--- config.mk ---
export PLATFORM = sky130hd
export DESIGN_NAME = pyjamask96_dec
export DESIGN_NICKNAME = d
export VERILOG_FILES = /design/src/rtl/pyjamask96_pkg.sv /design/src/rtl/pyjamask96_key_step.sv /design/src/rtl/pyjamask96_dec.sv
export SDC_FILE = /design/constraint.sdc
export NUM_CORES = 2
export LEC_CHECK = 0
export BUFFER_PORTS_ARGS = -buffer_cell sky130_fd_sc_hd__buf_2
export CORE_ASPECT_RATIO = 0.7
export CORE_MARGIN = 2
export CORE_UTILIZATION = 55
export DETAILED_ROUTE_END_ITERATION = 8
export PLACE_DENSITY_LB_ADDON = 0.15
export SYNTH_ARGS = -nofsm -noshare
export SYNTH_HDL_FRONTEND = slang
export SYNTH_SLANG_ARGS = --single-unit
--- constraint.sdc ---
create_clock -name clk -period 3.5 [get_ports clk]
set_input_delay 0.525 -clock clk [delete_from_list [all_inputs] [get_ports clk]]
set_output_delay 0.525 -clock clk [all_outputs]
set_load 0.05 [all_outputs]
--- src/rtl/pyjamask96_pkg.sv ---
// rtl/pyjamask96_pkg.sv - Pyjamask-96 constants and GF(2) circulant helpers shared by encryptor and decryptor
package pyjamask96_pkg;

   typedef logic [31:0] word_t;

   localparam int NB_ROUNDS_96 = 14;
   localparam int ROUND_W      = 5;

   localparam word_t COL_M0 = 32'ha3861085;
   localparam word_t COL_M1 = 32'h63417021;
   localparam word_t COL_M2 = 32'h692cf280;
   localparam word_t COL_MK = 32'hb881b9ca;

   localparam int ROT1 = 8;
   localparam int ROT2 = 15;
   localparam int ROT3 = 18;

   localparam word_t KS_C0 = 32'h00000080;
   localparam word_t KS_C1 = 32'h00006a00;
   localparam word_t KS_C2 = 32'h003f0000;
   localparam word_t KS_C3 = 32'h24000000;

   function automatic word_t rotl32(input word_t x, input int n);
      return (x << n) | (x >> (32 - n));
   endfunction

   // column j of the circulant is col rotated right by j; vec bit 31 selects column 0
   function automatic word_t mat_mult(input word_t col, input word_t vec);
      word_t res;
      word_t c;
      res = '0;
      c   = col;
      for (int i = 31; i >= 0; i--) begin
         if (vec[i]) res = res ^ c;
         c = {c[0], c[31:1]};
      end
      return res;
   endfunction

   // every invertible 32x32 GF(2) circulant satisfies C^32 = I, so C^-1 = C^31
   function automatic word_t circ_inv_col(input word_t col);
      word_t acc;
      acc = col;
      for (int k = 0; k < 30; k++) acc = mat_mult(col, acc);
      return acc;
   endfunction

   localparam word_t COL_INV_M0 = circ_inv_col(COL_M0);
   localparam word_t COL_INV_M1 = circ_inv_col(COL_M1);
   localparam word_t COL_INV_M2 = circ_inv_col(COL_M2);
   localparam word_t COL_INV_MK = circ_inv_col(COL_MK);

endpackage

--- src/rtl/pyjamask96_key_step.sv ---
// rtl/pyjamask96_key_step.sv - one Pyjamask-96 key schedule step, forward or backward
module pyjamask96_key_step
   import pyjamask96_pkg::*;
(
   input  logic               backward,
   input  logic [ROUND_W-1:0] round,
   input  logic [127:0]       key_in,
   output logic [127:0]       key_out
);

   word_t k0, k1, k2, k3, rc0;
   word_t fmix, f0, f1, f2, f3;
   word_t bmix, b0, b1, b2, b3;

   always_comb begin
      k0  = key_in[127:96];
      k1  = key_in[95:64];
      k2  = key_in[63:32];
      k3  = key_in[31:0];
      rc0 = KS_C0 ^ {{(32-ROUND_W){1'b0}}, round};

      fmix = k0 ^ k1 ^ k2 ^ k3;
      f0   = mat_mult(COL_MK, k0 ^ fmix) ^ rc0;
      f1   = rotl32(k1 ^ fmix, ROT1) ^ KS_C1;
      f2   = rotl32(k2 ^ fmix, ROT2) ^ KS_C2;
      f3   = rotl32(k3 ^ fmix, ROT3) ^ KS_C3;

      // column mixing is its own inverse, so it closes the backward step unchanged
      b0   = mat_mult(COL_INV_MK, k0 ^ rc0);
      b1   = rotl32(k1 ^ KS_C1, 32 - ROT1);
      b2   = rotl32(k2 ^ KS_C2, 32 - ROT2);
      b3   = rotl32(k3 ^ KS_C3, 32 - ROT3);
      bmix = b0 ^ b1 ^ b2 ^ b3;

      key_out = backward ? {b0 ^ bmix, b1 ^ bmix, b2 ^ bmix, b3 ^ bmix}
                         : {f0, f1, f2, f3};
   end

endmodule

--- src/rtl/pyjamask96_dec.sv ---
// rtl/pyjamask96_dec.sv - byte-serial Pyjamask-96 decryptor, one round phase per cycle
module pyjamask96_dec
   import pyjamask96_pkg::*;
#(
   parameter int NB_ROUNDS = NB_ROUNDS_96
)(
   input  logic       clk,
   input  logic       reset,
   input  logic       load,
   input  logic       start,
   input  logic [7:0] byte_in,
   input  logic [7:0] byte_key_in,
   output logic       busy,
   output logic       valid,
   output logic [7:0] byte_out
);

   localparam logic [3:0] IDLE    = 4'd0;
   localparam logic [3:0] LOAD    = 4'd1;
   localparam logic [3:0] LOADED  = 4'd2;
   localparam logic [3:0] KEY_FWD = 4'd3;
   localparam logic [3:0] WHITEN  = 4'd4;
   localparam logic [3:0] INV_MIX = 4'd5;
   localparam logic [3:0] INV_SUB = 4'd6;
   localparam logic [3:0] ADD_KEY = 4'd7;
   localparam logic [3:0] OUT     = 4'd8;

   localparam logic [ROUND_W-1:0] LAST_ROUND = ROUND_W'(NB_ROUNDS - 1);

   logic [3:0]         st;
   logic [95:0]        state_q;
   logic [127:0]       key_q;
   logic [ROUND_W-1:0] round_q;
   logic [3:0]         cnt_q;
   logic [127:0]       key_next;
   logic [95:0]        mix_out;
   logic [95:0]        sub_out;
   word_t              a, b, c;

   pyjamask96_key_step u_key_step (
      .backward (st != KEY_FWD),
      .round    (round_q),
      .key_in   (key_q),
      .key_out  (key_next)
   );

   always_comb begin
      mix_out = {mat_mult(COL_INV_M0, state_q[95:64]),
                 mat_mult(COL_INV_M1, state_q[63:32]),
                 mat_mult(COL_INV_M2, state_q[31:0])};
      // a/b/c start as s1/s0/~s2: the row swap and inversion come first
      a = state_q[63:32];
      b = state_q[95:64];
      c = ~state_q[31:0];
      a = a ^ b;
      c = c ^ a;
      b = b ^ (a & c);
      a = a ^ (b & c);
      c = c ^ (a & b);
      b = b ^ c;
      a = a ^ b;
      sub_out = {a, b, c};
   end

   always_comb begin
      busy = st inside {KEY_FWD, WHITEN, INV_MIX, INV_SUB, ADD_KEY, OUT};
   end

   always_ff @(posedge clk) begin
      if (reset) begin
         st       <= IDLE;
         state_q  <= '0;
         key_q    <= '0;
         round_q  <= '0;
         cnt_q    <= '0;
         valid    <= 1'b0;
         byte_out <= 8'h00;
      end else begin
         valid    <= 1'b0;
         byte_out <= 8'h00;
         case (st)
            IDLE, LOADED: begin
               if (load) begin
                  key_q   <= {key_q[119:0], byte_key_in};
                  state_q <= {state_q[87:0], byte_in};
                  cnt_q   <= 4'd1;
                  st      <= LOAD;
               end else if (st == LOADED && start) begin
                  round_q <= '0;
                  st      <= KEY_FWD;
               end
            end
            LOAD: begin
               if (load) begin
                  key_q <= {key_q[119:0], byte_key_in};
                  if (cnt_q < 4'd12) state_q <= {state_q[87:0], byte_in};
                  cnt_q <= cnt_q + 4'd1;
                  if (cnt_q == 4'd15) st <= LOADED;
               end
            end
            KEY_FWD: begin
               key_q   <= key_next;
               round_q <= round_q + ROUND_W'(1);
               if (round_q == LAST_ROUND) st <= WHITEN;
            end
            WHITEN: begin
               state_q <= state_q ^ key_q[127:32];
               round_q <= LAST_ROUND;
               st      <= INV_MIX;
            end
            INV_MIX: begin
               state_q <= mix_out;
               st      <= INV_SUB;
            end
            INV_SUB: begin
               state_q <= sub_out;
               key_q   <= key_next;
               st      <= ADD_KEY;
            end
            ADD_KEY: begin
               state_q <= state_q ^ key_q[127:32];
               if (round_q == '0) begin
                  cnt_q <= '0;
                  st    <= OUT;
               end else begin
                  round_q <= round_q - ROUND_W'(1);
                  st      <= INV_MIX;
               end
            end
            OUT: begin
               if (cnt_q == 4'd12) begin
                  st <= IDLE;
               end else begin
                  valid    <= 1'b1;
                  byte_out <= state_q[95:88];
                  state_q  <= state_q << 8;
                  cnt_q    <= cnt_q + 4'd1;
               end
            end
            default: st <= IDLE;
         endcase
      end
   end

endmodule

## Word-level counts from Yosys, hierarchy flattened

Index checks and enable logic that the tools add are counted.

| word-level totals | value |
|---|---|
| input bits | 20 |
| flip-flop bits (word level) | 246 |
| output and inout port bits | 10 |
| word-level logic and storage cells | 437 |

| operators by class | value |
|---|---|
| magnitude comparators | 1 |
| bitwise logic cells | 196 |
| muxes and demuxes | 186 |
| equality and inequality tests | 25 |
| reduce and logical (&&, ||, !) cells | 19 |
| $add $sub $neg | 3 |

Operators with widths:

| kind | number |
|---|---|
| 2-to-1 mux 32 bit | 61 |
| 2-to-1 mux 31 bit | 36 |
| inverter 11 bit | 93 |
| XOR 32 bit | 21 |
| 2-to-1 mux 30 bit | 22 |
| one-hot mux 96 bit (6 select lines) | 1 |
| inverter 15 bit | 31 |
| 2-to-1 mux 29 bit | 14 |
| inverter 13 bit | 31 |
| 2-to-1 mux 96 bit | 4 |
| 2-to-1 mux 28 bit | 10 |
| 2-to-1 mux 128 bit | 2 |
| one-hot mux 128 bit (2 select lines) | 1 |
| 2-to-1 mux 27 bit | 7 |
| 2-to-1 mux 26 bit | 5 |
| bitwise AND 32 bit | 3 |
| XOR 96 bit | 1 |
| 2-to-1 mux 25 bit | 3 |
| XOR 32 x 8 -> 32 bit | 2 |
| 2-to-1 mux 24 bit | 2 |
| 2-to-1 mux 4 bit | 11 |
| inverter 32 bit | 1 |
| OR 32 x 14 -> 32 bit | 1 |
| OR 32 x 15 -> 32 bit | 1 |
| other kinds (37) | 66 |

## Longest topological paths before layout

| depth | value |
|---|---|
| word-level depth | 70 |
| gate-level depth with buffers | 13 |

## Modules after synthesis

From an unflattened synthesis, not the netlist that was laid out.

| second synthesis, totals | value |
|---|---|
| cell total of the unflattened synthesis | 3424 |
| area total of the unflattened synthesis | 30525.5 um2 |

Modules (own cells, without submodules):

| module | times used | area each (um2) | cells each | sequential area each (um2) |
|---|---|---|---|---|
| pyjamask96_dec | 1 | 20123.0 | 2311 | 4924.7 |
| pyjamask96_key_step | 1 | 10402.5 | 1113 | 0.0 |

## Least setup slack after synthesis

OpenSTA, ideal clock, no wires.

| path | value |
|---|---|
| path kind | register to register |
| start point | reg st[3] |
| end point | reg round_q[4] |
| data arrival time | 2.961 ns |
| cell stages (with the launch flop) | 14 |
| slack | 0.411 ns |
| cells stage by stage | dfxtp_1 > buf_1 > nand2b_1 > clkbuf_1 > clkbuf_1 > buf_1 > nor2_1 > fa_1 > a21o_1 > a21oi_1 > xnor2_1 > o31ai_1 > a32oi_1 > nor2_1 |

| between the ends | value |
|---|---|
| cells in the longest elaborated chain, start to end | 4 |
| elaborated cells between the ends (all ways) | 13 |

RTL lines:

| element | line | text |
|---|---|---|
| from (decl) | pyjamask96_dec.sv:30 | `logic [3:0] st;` |
| from (signal assigned) | pyjamask96_dec.sv:71 | `st <= IDLE;` |
| from (signal assigned) | pyjamask96_dec.sv:87 | `st <= LOAD;` |
| from (signal assigned) | pyjamask96_dec.sv:90 | `st <= KEY_FWD;` |
| equality test 4 x 2 -> 1 bit / zero test 4 bit (equally long branches) | pyjamask96_dec.sv:81, pyjamask96_dec.sv:88 |  |
| OR reduction 2 bit / logical AND 1 bit (equally long branches) | pyjamask96_dec.sv:81, pyjamask96_dec.sv:88 |  |
| != test 2 bit (no source line) / nonzero test 4 bit (equally long branches) | - |  |
| AND reduction 4 bit (no source line) | - |  |
| to (signal assigned) | pyjamask96_dec.sv:103 | `round_q <= round_q + ROUND_W'(1);` |
| to (signal assigned) | pyjamask96_dec.sv:126 | `round_q <= round_q - ROUND_W'(1);` |
| to (decl) | pyjamask96_dec.sv:33 | `logic [ROUND_W-1:0] round_q;` |

Parallel ways exist; a longest one is shown, timed or not.
A chain may end at the register's enable or synchronous reset.

## Final worst setup path

| path | value |
|---|---|
| start point | reg key_q[33] |
| end point | reg key_q[97] |

| between the ends | value |
|---|---|
| cells in the longest elaborated chain, start to end | 8 |

RTL lines:

| element | line | text |
|---|---|---|
| from (decl) | pyjamask96_dec.sv:32 | `logic [127:0] key_q;` |
| from (signal assigned) | pyjamask96_dec.sv:84 | `key_q <= {key_q[119:0], byte_key_in};` |
| from (signal assigned) | pyjamask96_dec.sv:95 | `key_q <= {key_q[119:0], byte_key_in};` |
| from (signal assigned) | pyjamask96_dec.sv:102 | `key_q <= key_next;` |
| XOR 32 bit (2 in a row) | pyjamask96_key_step.sv:22 | `fmix = k0 ^ k1 ^ k2 ^ k3;` |
| XOR 32 bit | pyjamask96_key_step.sv:23 | `f0 = mat_mult(COL_MK, k0 ^ fmix) ^ rc0;` |
| 2-to-1 mux 32 bit | pyjamask96_pkg.sv:34 | `if (vec[i]) res = res ^ c;` |
| 2-to-1 mux 31 bit | pyjamask96_pkg.sv:34 |  |
| XOR 32 x 8 -> 32 bit | pyjamask96_key_step.sv:23 |  |
| 2-to-1 mux 128 bit | pyjamask96_key_step.sv:35 | `key_out = backward ? {b0 ^ bmix, b1 ^ bmix, b2 ^ bmix, b3 ^ bmix}` |
| one-hot mux 128 bit (2 select lines) | pyjamask96_dec.sv:81 | `case (st)` |

No other way between the ends.

==> metrics.md <==
| Metric | Value |
|---|---|
| Status | `finished with violations` |
| Failing checks | `negative setup slack` |
| Max Fclk | `285 MHz` |
| Min Tclk post-route | `3510 ps` |
| Critical path's most frequent cell | `xnor3_1` |
| FF/Latch Area | `4920 um^2` |
| Clock Power Share | `12.1%` |
| DRC | `0` |
| Drt wl/cell | `34.9 um` |
| Postcts setup bufs | `0` |
| Final wirelength | `141,000 um` |
| Pwr per Cell Area | `850 nW/um^2` |
| RePlAce Congestion | `1.08` |
| Clock Tree Buf Depth | `3` |
| RSZ-0062 raised after global routing | `false` |
| Area of the multi-input gates | `24,300 um^2` |
| Yosys Warn Count | `0` |
| Pint | `15,600 uW` |
| Fin area | `33,700 um^2` |
| Count of different cell masters after synthesis | `80` |
| Commonest register cell after synthesis | `dfxtp_1` |
| Placed Area | `32,600 um^2` |
| Final hold violations | `0` |
| Syn avg cell area | `9.27 um^2` |
| Synth area leader | `xnor2_1` |
| Die footprint | `58,400 um^2` |
| Chip height | `203 um` |
| Worst ir drop on vdd | `0.000808 V` |
| Leak | `0.0139 uW` |
| Initial DRC Count | `4,971` |
| Worst-Skew Late Latency | `650 ps` |
| First-pass GRT wire length | `198,000 um` |
| Critical path class | `reg -> reg` |
| Hold Path Class | `in -> reg` |
| Cell count after synthesis | `3,347` |
| CP max FO | `9` |
| H-tree Lvls | `1` |
| GRT Total Usage | `47.5%` |
| Max-Cap Viols | `0` |
| Initial antenna violation count | `5` |
| Post-route ant nets | `0` |
| Final WS setup | `-7.07 ps` |
| Final period utilization | `100%` |
| First-pass DRT Iterations | `8` |
| Final Power | `28,600 uW` |
| Synth top area cells | `xnor2_1 22%, xnor3_1 17%, dfxtp_1 16%` |
| Vias in the first global route | `25,800` |
| Crit path launch type | `flop` |
| Vias per inst | `6.93` |
| Buffers on Ports | `29` |
| Cell area after synthesis | `31,000 um^2` |
| Cts bufs inserted | `30` |
| Largest net degree at the start of global routing | `120` |
| TritonCTS clock tree | `built` |
| I/O Pins | `30` |
| Critical path cell sequence | `xnor3_1 -> xnor3_1 -> xnor2_1 -> xnor3_1 -> nor2_1 -> o21ai_1` |
| Hold Buf Count CTS | `0` |
| Switching Power | `13,100 uW` |
| Post-DP HPWL | `107,000 um` |
| # resized after CTS | `0` |
| Worst EP required | `4020 ps` |
| Share of layout cells above drive strength 1 | `13.7%` |
| Placeable Area | `55,500 um^2` |
| Rows | `72` |
| Die Width | `288 um` |
| Syn Nets | `3,373` |
| Nets@finish | `3,302` |
| Max-slew violations | `0` |
| EDFF count, synth | `0` |
| Root Buffer | `clkbuf_16` |
| Starting Density | `55.9%` |
| CP arrival | `4030 ps` |
| Max-slew headroom | `26.7%` |
| Switch share | `45.6%` |
| Fraction of registers with async set/reset | `0%` |
| Via count | `28,000` |
| Synth-to-Final Area Change | `8.53%` |
| Register area share after synthesis | `15.9%` |
| Max incr delay on CP | `860 ps` |
| Area share of the largest cell type after synthesis | `21.6%` |
| Worst-Margin Slew | `1100 ps` |
| Worst setup EP type | `flop` |
| Total grt overflow | `0` |
| Sequential share of power | `12.7%` |
| Fill cells | `4,842` |
| Crit-path slowest cell | `dfxtp_1` |
| Setup-failing EPs final | `1` |
| Clock Sinks | `246` |
| Combinational cell fraction of total power | `75.2%` |
| Seq cells post-synth | `246` |
| Layout Skew | `50.7 ps` |
| Clock Pin Slew Worst Setup and Hold Paths | `70 ps` |
## flip-flops by register name, summed over array words and instances (netlist names)
| name | flops |
|---|---|
| st | 4 |
| key_q | 128 |
| cnt_q | 4 |
| byte_out | 8 |
| state_q | 96 |
| valid | 1 |
| round_q | 5 |
## metal layers
metal  vias to the layer above  GRT usage (%)  routed length [um]
li1                      11400              -                   -
met1                     13600           67.8               55900
met2                      2621           59.2               50700
met3                       339           29.1               29700
met4                         8           10.5                4410
met5                         -           2.17                 208
## synth_stat cells (all sizes together) (3+ instances only)
cell type and count:
xnor2 776, xor2 270, xnor3 269, nor2 251
dfxtp 246, clkbuf 237, nand2 203, buf 179
o21ai 166, o221ai 157, a21oi 154, xor3 41
a211oi 31, a221oi 31, a22oi 30, nor3 27
nand2b 23, a221o 22, a311oi 22, nor2b 21
o22ai 17, a2111oi 13, and3 11, o211a 11
o211ai 11, a31oi 10, nand3 10, or3 9
o221a 8, a21o 7, inv 7, a222oi 6
ha 5, nand4 5, o21a 5, and2 4
mux2i 4, nor4 4, a2bb2oi 3, nand3b 3
o22a 3, o31ai 3, or4 3
## final timing paths
check	from	to	slack, ps	depth (start not counted)
setup / recovery	key_q[33]	key_q[97]	-7	6
hold / removal	byte_in[5]	state_q[5]	190	3
setup reg to reg	key_q[33]	key_q[97]	-7	6
hold reg to reg	cnt_q[1]	cnt_q[1]	510	2
## cells in the final DEF, fill, tap and decap left out, types with 31 or more instances in the layout
master and count:
xnor2_1 765, a211oi_1 31, xor2_1 261, xor3_1 36, o21ai_0 148, nor2_1 246, dfxtp_1 246, o221ai_1 157
xnor3_1 239, a21oi_1 154, buf_4 267, nand2_1 199
## per-stage QoR
stage	std cells	TNS [ps]	setup WS [ps]	hold WS (ps)	utilization, %
6_report	4041	-7.07	-7.07	186	60.7
5_1_grt	4039	0	23.9	227	60.7
4_1_cts	4039	0	68.0	169	60.7
3_5_place_dp	3984	0	258	503	58.8
3_3_place_gp	3984	0	230	474	58.8
2_1_floorplan	3347	0	411	462	-
## power groups by stage
stage	clock, uW	sequential, uW	combinational [uW]
2_1_floorplan	0	3200	15300
6_report	3460	3640	21500
3_3_place_gp	0	3640	20500
5_1_grt	3560	3630	22000
3_5_place_dp	0	3650	20400
4_1_cts	3450	3590	20600
## cells by family (layout without fill, tap and decap cells)
kind of cell / count (synthesis) / after routing / synth area share (%)
buffers and inverters: 425 / 377 / 6.34
adders and majority gates: 6 / 6 / 0.266
other: 0 / 2 / 0
muxes: 5 / 5 / 0.165
AOI/OAI and AO/OA: 724 / 724 / 16.4
and+or+nand+nor: 585 / 585 / 8.15
DFF: 246 / 246 / 15.9
xor gates and xnor gates: 1356 / 1356 / 52.8
## worst max-delay path, delay by kind of cell, from the launching register on
kind	cells	cell delay, ps
xor+xnor	4	2330
simple gates	1	120
flops	1	860
compound gates	1	70
## layout make-up
cell class                      instances  area share, %
Multi-Input combinational cell       2676           72.0
Clock buffer                           40           2.43
Tap cell                              740           2.75
Antenna cell                            2         0.0149
Inverter                                9          0.100
Timing Repair Buffer                  313           7.41
Clock inverter                         15          0.628
Sequential cell                       246           14.6
(Power assumes the default switching activity.)
